[src/rtl/mem_writeback.sv]
// 6502 write-side engine: sequences a single-byte store or a 1-3 byte push to the stack page,
// one registered bus write per cycle, then pulses wb_done while keeping sp_next current.
module mem_writeback #(
  parameter int          REG_WIDTH  = 8,
  parameter int          ADDR_WIDTH = 16,
  parameter logic [7:0]  STACK_PAGE = 8'h01
) (
  input  logic                  clk,
  input  logic                  reset_n,
  input  logic                  wb_start,
  input  logic [1:0]            wb_mode,
  input  logic [ADDR_WIDTH-1:0] addr_in,
  input  logic [REG_WIDTH-1:0]  data_in,
  input  logic [ADDR_WIDTH-1:0] pc_in,
  input  logic [REG_WIDTH-1:0]  status_in,
  input  logic [REG_WIDTH-1:0]  sp_in,
  output logic [ADDR_WIDTH-1:0] addr,
  output logic [REG_WIDTH-1:0]  data_out,
  output logic                  write_en,
  output logic [REG_WIDTH-1:0]  sp_next,
  output logic                  busy,
  output logic                  wb_done
);

  typedef enum logic [1:0] {IDLE, WRITE, DONE} state_t;

  localparam logic [1:0]           MODE_STORE = 2'b00;
  localparam logic [1:0]           MODE_PUSH1 = 2'b01;
  localparam logic [1:0]           MODE_PUSH2 = 2'b10;
  localparam logic [REG_WIDTH-1:0] SP_ONE     = 1;
  localparam logic [REG_WIDTH-1:0] SP_RESET   = 8'hFD;

  state_t                state_reg, state_next;
  logic [ADDR_WIDTH-1:0] addr_reg, addr_next;
  logic [REG_WIDTH-1:0]  data_reg, data_next;
  logic                  we_reg, we_next;
  logic [REG_WIDTH-1:0]  sp_out_reg, sp_out_next;
  logic                  busy_reg, busy_next;
  logic                  done_reg, done_next;
  // sp_work holds the SP value after the byte currently on the bus has been written
  logic [REG_WIDTH-1:0]  sp_work_reg, sp_work_next;
  logic [1:0]            remain_reg, remain_next;
  logic [REG_WIDTH-1:0]  pend_reg [2];
  logic [REG_WIDTH-1:0]  pend_next [2];

  logic accept;
  assign accept = wb_start && (state_reg != WRITE);

  always_comb begin
    state_next   = state_reg;
    addr_next    = addr_reg;
    data_next    = data_reg;
    we_next      = 1'b0;
    sp_out_next  = sp_out_reg;
    busy_next    = busy_reg;
    done_next    = 1'b0;
    sp_work_next = sp_work_reg;
    remain_next  = remain_reg;
    pend_next[0] = pend_reg[0];
    pend_next[1] = pend_reg[1];

    case (state_reg)
      IDLE, DONE: begin
        busy_next  = 1'b0;
        state_next = IDLE;
        if (accept) begin
          // First byte goes on the bus at the accepting edge; the rest queue in pend.
          state_next   = WRITE;
          busy_next    = 1'b1;
          we_next      = 1'b1;
          sp_out_next  = sp_in;
          pend_next[0] = pc_in[REG_WIDTH-1:0];
          pend_next[1] = status_in;
          if (wb_mode == MODE_STORE) begin
            addr_next    = addr_in;
            data_next    = data_in;
            sp_work_next = sp_in;
            remain_next  = 2'd0;
          end else begin
            addr_next    = ADDR_WIDTH'({STACK_PAGE, sp_in});
            sp_work_next = sp_in - SP_ONE;
            if (wb_mode == MODE_PUSH1) begin
              data_next   = data_in;
              remain_next = 2'd0;
            end else begin
              data_next   = pc_in[ADDR_WIDTH-1 -: REG_WIDTH];
              remain_next = (wb_mode == MODE_PUSH2) ? 2'd1 : 2'd2;
            end
          end
        end
      end
      WRITE: begin
        sp_out_next = sp_work_reg;
        if (remain_reg != 2'd0) begin
          we_next      = 1'b1;
          addr_next    = ADDR_WIDTH'({STACK_PAGE, sp_work_reg});
          data_next    = pend_reg[0];
          pend_next[0] = pend_reg[1];
          sp_work_next = sp_work_reg - SP_ONE;
          remain_next  = remain_reg - 2'd1;
        end else begin
          state_next = DONE;
          busy_next  = 1'b0;
          done_next  = 1'b1;
        end
      end
      default: begin
        state_next = IDLE;
        busy_next  = 1'b0;
      end
    endcase
  end

  always_ff @(posedge clk) begin
    if (!reset_n) begin
      state_reg   <= IDLE;
      addr_reg    <= '0;
      data_reg    <= '0;
      we_reg      <= 1'b0;
      sp_out_reg  <= SP_RESET;
      busy_reg    <= 1'b0;
      done_reg    <= 1'b0;
      sp_work_reg <= SP_RESET;
      remain_reg  <= 2'd0;
    end else begin
      state_reg   <= state_next;
      addr_reg    <= addr_next;
      data_reg    <= data_next;
      we_reg      <= we_next;
      sp_out_reg  <= sp_out_next;
      busy_reg    <= busy_next;
      done_reg    <= done_next;
      sp_work_reg <= sp_work_next;
      remain_reg  <= remain_next;
    end
  end

  // Pending byte queue is pure datapath and needs no reset.
  generate
    for (genvar gi = 0; gi < 2; gi++) begin : g_pend
      always_ff @(posedge clk) begin
        pend_reg[gi] <= pend_next[gi];
      end
    end
  endgenerate

  assign addr     = addr_reg;
  assign data_out = data_reg;
  assign write_en = we_reg;
  assign sp_next  = sp_out_reg;
  assign busy     = busy_reg;
  assign wb_done  = done_reg;

endmodule

[config.mk]
export PLATFORM = sky130hd
export DESIGN_NAME = mem_writeback
export DESIGN_NICKNAME = d
export VERILOG_FILES = /design/src/rtl/mem_writeback.sv
export SDC_FILE = /design/constraint.sdc
export NUM_CORES = 1
export LEC_CHECK = 0
export CAP_MARGIN = 0
export CELL_PAD_IN_SITES_DETAIL_PLACEMENT = 0
export CELL_PAD_IN_SITES_GLOBAL_PLACEMENT = 1
export CORE_ASPECT_RATIO = 2
export CORE_MARGIN = 4
export CORE_UTILIZATION = 37
export CTS_CLUSTER_DIAMETER = 50
export DETAILED_ROUTE_END_ITERATION = 10
export GPL_TIMING_DRIVEN = 0
export HOLD_SLACK_MARGIN = 0.05
export PLACE_DENSITY = 0.92
export SYNTH_ARGS = -nofsm -noshare
export SYNTH_HDL_FRONTEND = slang
export SYNTH_SLANG_ARGS = --single-unit
export TNS_END_PERCENT = 30
[constraint.sdc]
create_clock -name clk -period 5.1 [get_ports clk]
set_input_delay 0.765 -clock clk [delete_from_list [all_inputs] [get_ports clk]]
set_output_delay 0.765 -clock clk [all_outputs]
set_load 0.02 [all_outputs]
# [After elaboration in Yosys (flattened, before gate mapping)]
# Memories as Yosys holds them, arrays and structs flattened.
# Index checks and enable logic that the tools add are counted.
# Widths: inputs -> output; s select.
[word_totals] out_inout_bits=35 ram_bits=16 reg_bits=47 mem_count=1
[mem_list] name="pend_reg" depth=2 width=8 rd=2 rd_clocked_by_memory_dff=0 wr=2 line_no="43" rtl="logic [REG_WIDTH-1:0] pend_reg [2];"
[classes] n_reduce_logical=9 addsub=3 n_mux=34 n_eq_ne=8
[ops] operator="$mux 8" count=10
[ops] operator="$mux 16" count=4
[ops] operator="$pmux 8 s2" count=4
[ops] operator="$pmux 16 s2" count=1
[ops] operator="$sub 8x1->8 const B" count=2
[ops] operator="$mux 2" count=6
[ops] operator="$pmux 2 s2" count=2
[ops] operator="$ne 2x2->1 const B" count=3
[ops] operator="$mux 1" count=5
[ops] operator="$eq 2x1->1 const B" count=2
[ops] operator="$eq 2x2->1 const B" count=2
[ops] operator="$logic_not 2->1" count=2
[ops] operator="$pmux 1 s2" count=2
[ops] operator="$reduce_and 2->1" count=2
[ops] operator="$reduce_bool 2->1" count=2
[ops] operator="$reduce_and 3->1" count=1
[ops] operator="$ne 2x1->1 const B" count=1
[ops] operator="$reduce_or 2->1" count=1
[ops] operator="$sub 2x1->2 const B" count=1
[ops] operator="$logic_and 1x1->1" count=1

# [Depth between registers and ports, before layout]
[logic_depth] ltp_word=6 ltp_mapped=8

# [Worst setup path after synthesis]
# Ideal clock, no wire load.
[synth_timing] path_type="input to register" start="input sp_in[0]" end="register sp_work_reg[6]" setup_slack_ns=2.995 t_arrival_ns=2.021 required_ns=5.016 setup_time_ns=0.084 path_stages=6 cell_sequence="inv_1 > ha_1 > or3b_4 > or4_1 > and3_1 > o31ai_2"
[synth_via] elab_chain_len=4
[synth_rtl] item="from (decl)" line_no="16" rtl="input logic [REG_WIDTH-1:0] sp_in,"
[synth_rtl] item="$sub 8x1->8" line_no="81" rtl="sp_work_next = sp_in - SP_ONE;"
[synth_rtl] item="$mux 8" line_no="74" rtl="if (wb_mode == MODE_STORE) begin"
[synth_rtl] item="$mux 8" line_no="66" rtl="if (accept) begin"
[synth_rtl] item="$pmux 8 s2" line_no="62" rtl="case (state_reg)"
[synth_rtl] item="to (signal assigned)" line_no="133" rtl="sp_work_reg <= sp_work_next;"
[synth_rtl] item="to (decl)" line_no="41" rtl="logic [REG_WIDTH-1:0] sp_work_reg, sp_work_next;"
# Every way passes these cells. The select of a mux whose other input is x is not followed.
# A chain may end at the register's enable or synchronous reset.

# [Final worst setup path]
# Ends and elaborated chain as after synthesis.

==> out/results.tsv <==
metric	value	unit
YS warnings	0	
largest cells by area after synthesis	dfxtp_1 (31%), edfxtp_1 (16%), nand2_1 (7.6%), a21boi_0 (4.2%), mux2i_1 (3.0%)	
initial antenna violation count	0	
share of cells above drive strength 1	0.0748	
H-tree depth	3	
worst-margin pin slew	0.876	ns
Clock Power Share	0.411	
NetSw	394	µW
final wirelength	9220	µm
Routed Antenna Nets	0	
Final Cycle Share	0.493	
Ports	96	
Post-Syn Instances	333	
Syn Area/Cell	9.10	µm²
1st-iter DRT viols	178	
Yosys cell types	47	
Crit path required time	5.34	ns
clock skew	0.00514	ns
# diodes	0	
hold_buf cts	0	
ys async rst share	0	
Setup Fix Bufs, Post-CTS	0	
final net count	500	
Hold WC Path Type	reg2reg	
Avg WL per Cell	17.2	µm
area post-placement	4070	µm²
synthesized flop and latch total	63	
Net Count, Synth	397	
Leakage	0.00165	µW
crit path time final	2.52	ns
Final setup violation count	0	
gr usage total	0.195	
capture point of the worst reg-to-reg path	data_out[7]	
Hold Path Origin	addr[7]	
fmax	397	MHz
cell internal pwr	1090	µW
fin. max-slew vios	0	
max_slew headroom	0.416	
Design Area, Final	4370	µm²
GRT overflow	0	
hpwl dp	7140	µm
Via density	5.36	
register area share after synthesis	0.469	
CP endpoint kind	flop	
RSZ-0062 raised after global routing	no	
# rows	46	
largest net degree at the start of global routing	18	
CP endpoint	sp_work_reg[6]	
R2R depth	8	
Yosys top cell area share	0.310	
vias in the first global route	2981	
register share of total power	0.393	
top post-synthesis cells by count	nand2_1 (61), dfxtp_1 (47), o21ai_0 (18), a21boi_0 (17), edfxtp_1 (16)	
gpl congestion	0.896	
CTS tree	yes	
count leader, synth	nand2_1	
crit path kind	in2reg	
Die Span Y	136	µm
Worst Setup SP	sp_in[0]	
TritonCTS Buffers	9	
Main synth FF type	dfxtp_1	
Pwr Total	1480	µW
hold slack final	0.457	ns
root buffer cell	clkbuf_16	
port bufs	92	
DRC violations left	0	
CP startpoint kind	primary input	
Floorplan Core Area	7940	µm²
Sink Count	63	
Final TNS setup	0	ns
Peak supply drop	0.225	mV
Initial Utilization	0.382	
die area	9790	µm²
Skew-Pair Late Insertion Delay	0.33	ns
CTS clk-pin slew, worst paths	0.05	ns
# Max-Cap Violations	0	
pwr/cell area	338	nW/µm²
via count	2881	
clock buffer depth	2	
Synth-to-Final Area Change	44.3	%
Sw Share	0.266	
Combinational Power Share	0.196	
status	completed	
Synth area leader	dfxtp_1	
r2r startpoint	remain_reg[0]	
synthesized area	3030	µm²
Post-synth EDFFs	16	
first-pass GRT wire length	14600	µm
critical path fanouts, max	6	
Chip Width	72.0	µm
CP arrival	2.76	ns
Final Hold Viols	0	
Reg2Reg Setup Slack	2.94	ns
# resized after CTS	0	
Pre-Repair DR Iteration Count	4	
routing by layer:
| layer | vias up | track usage | wire [µm] |
|---|---|---|---|
| met5 | - | 0 | 0 |
| met4 | 0 | 0.0931 | 233 |
| met3 | 19 | 0.0415 | 560 |
| met2 | 103 | 0.355 | 5070 |
| met1 | 1347 | 0.207 | 3360 |
| li1 | 1412 | - | - |
critical path: stages:
cell and delay, ns:
clkdlybuf4s50_1 0.54, inv_1 0.11, ha_1 0.18, or3b_4 0.41
or4_1 0.40, and3_1 0.19, o31ai_2 0.16
cells in the final DEF, fill, tap and decap left out, types with 2 or more instances in the layout:
cell type	netlist	layout
nor2b_1	8	8
nand2_1	61	61
or3_1	2	2
nor3_1	10	10
clkinvlp_4	0	3
dfxtp_1	47	47
nor4_1	2	2
o21ai_0	18	18
buf_4	4	4
clkdlybuf4s50_1	0	92
a311o_1	7	7
a21boi_0	17	17
a22oi_1	11	11
and2_1	2	2
buf_2	7	7
o31ai_1	6	6
or4_1	3	3
o211a_1	3	3
edfxtp_1	16	16
nand4_1	2	2
xnor2_1	2	2
nor3b_1	3	3
nor2_1	9	9
ha_1	3	3
clkbuf_1	15	16
a21oi_1	5	5
nand2b_1	2	2
mux2i_1	9	9
o211ai_1	12	12
o21a_1	4	4
clkbuf_16	0	9
and3_1	3	3
nand3_1	14	14
a221o_1	2	2
inv_1	9	9
cell type report:
class / count / area [µm²]
Multi-Input combinational cell: 234 / 1450
Tap cell: 96 / 120
Inverter: 9 / 33.8
Clock buffer: 11 / 243
Sequential cell: 63 / 1420
Fill cell: 741 / 3570
Buffer: 27 / 125
Timing Repair Buffer: 92 / 921
Clock inverter: 5 / 57.6
cells by family after synthesis:
| family | share of synthesized area |
|---|---|
| AND/OR/NAND/NOR | 0.208 |
| AO/OA/AOI/OAI | 0.223 |
| flip-flops | 0.469 |
| buffers and inverters | 0.0524 |
| multiplexers | 0.0297 |
| adder cells (fa/ha/maj) | 0.0124 |
| XOR/XNOR | 0.00578 |
power by group through the flow:
stage	Combinational [µW]	Sequential [µW]	Clock (µW)
final	289	582	609
after global routing	313	587	641
after CTS	291	581	623
after detailed placement	289	592	0
after global placement	286	590	0
after floorplan	127	614	0
how the worst min path moves through the flow:
| stage | endpoint | slack [ns] | cells after the start |
|---|---|---|---|
| 2_1_floorplan | remain_reg[1] | 0.47 | 1 |
| 3_3_place_gp | addr[7] | 0.45 | 2 |
| 3_5_place_dp | addr[7] | 0.46 | 2 |
| 4_1_cts | addr[7] | 0.46 | 2 |
| 5_1_grt | addr[7] | 0.48 | 2 |
| 6_report | addr[7] | 0.46 | 2 |
per-stage QoR:
| stage | utilization | instances | worst slack, ns |
|---|---|---|---|
| 2_1_floorplan | - | 333 | 3.00 |
| 3_3_place_gp | 0.513 | 521 | 2.29 |
| 3_5_place_dp | 0.513 | 521 | 2.27 |
| 4_1_cts | 0.550 | 537 | 2.60 |
| 5_1_grt | 0.550 | 537 | 2.53 |
| 6_report | 0.550 | 537 | 2.58 |
Note: power is estimated with default switching activity, not from simulation.
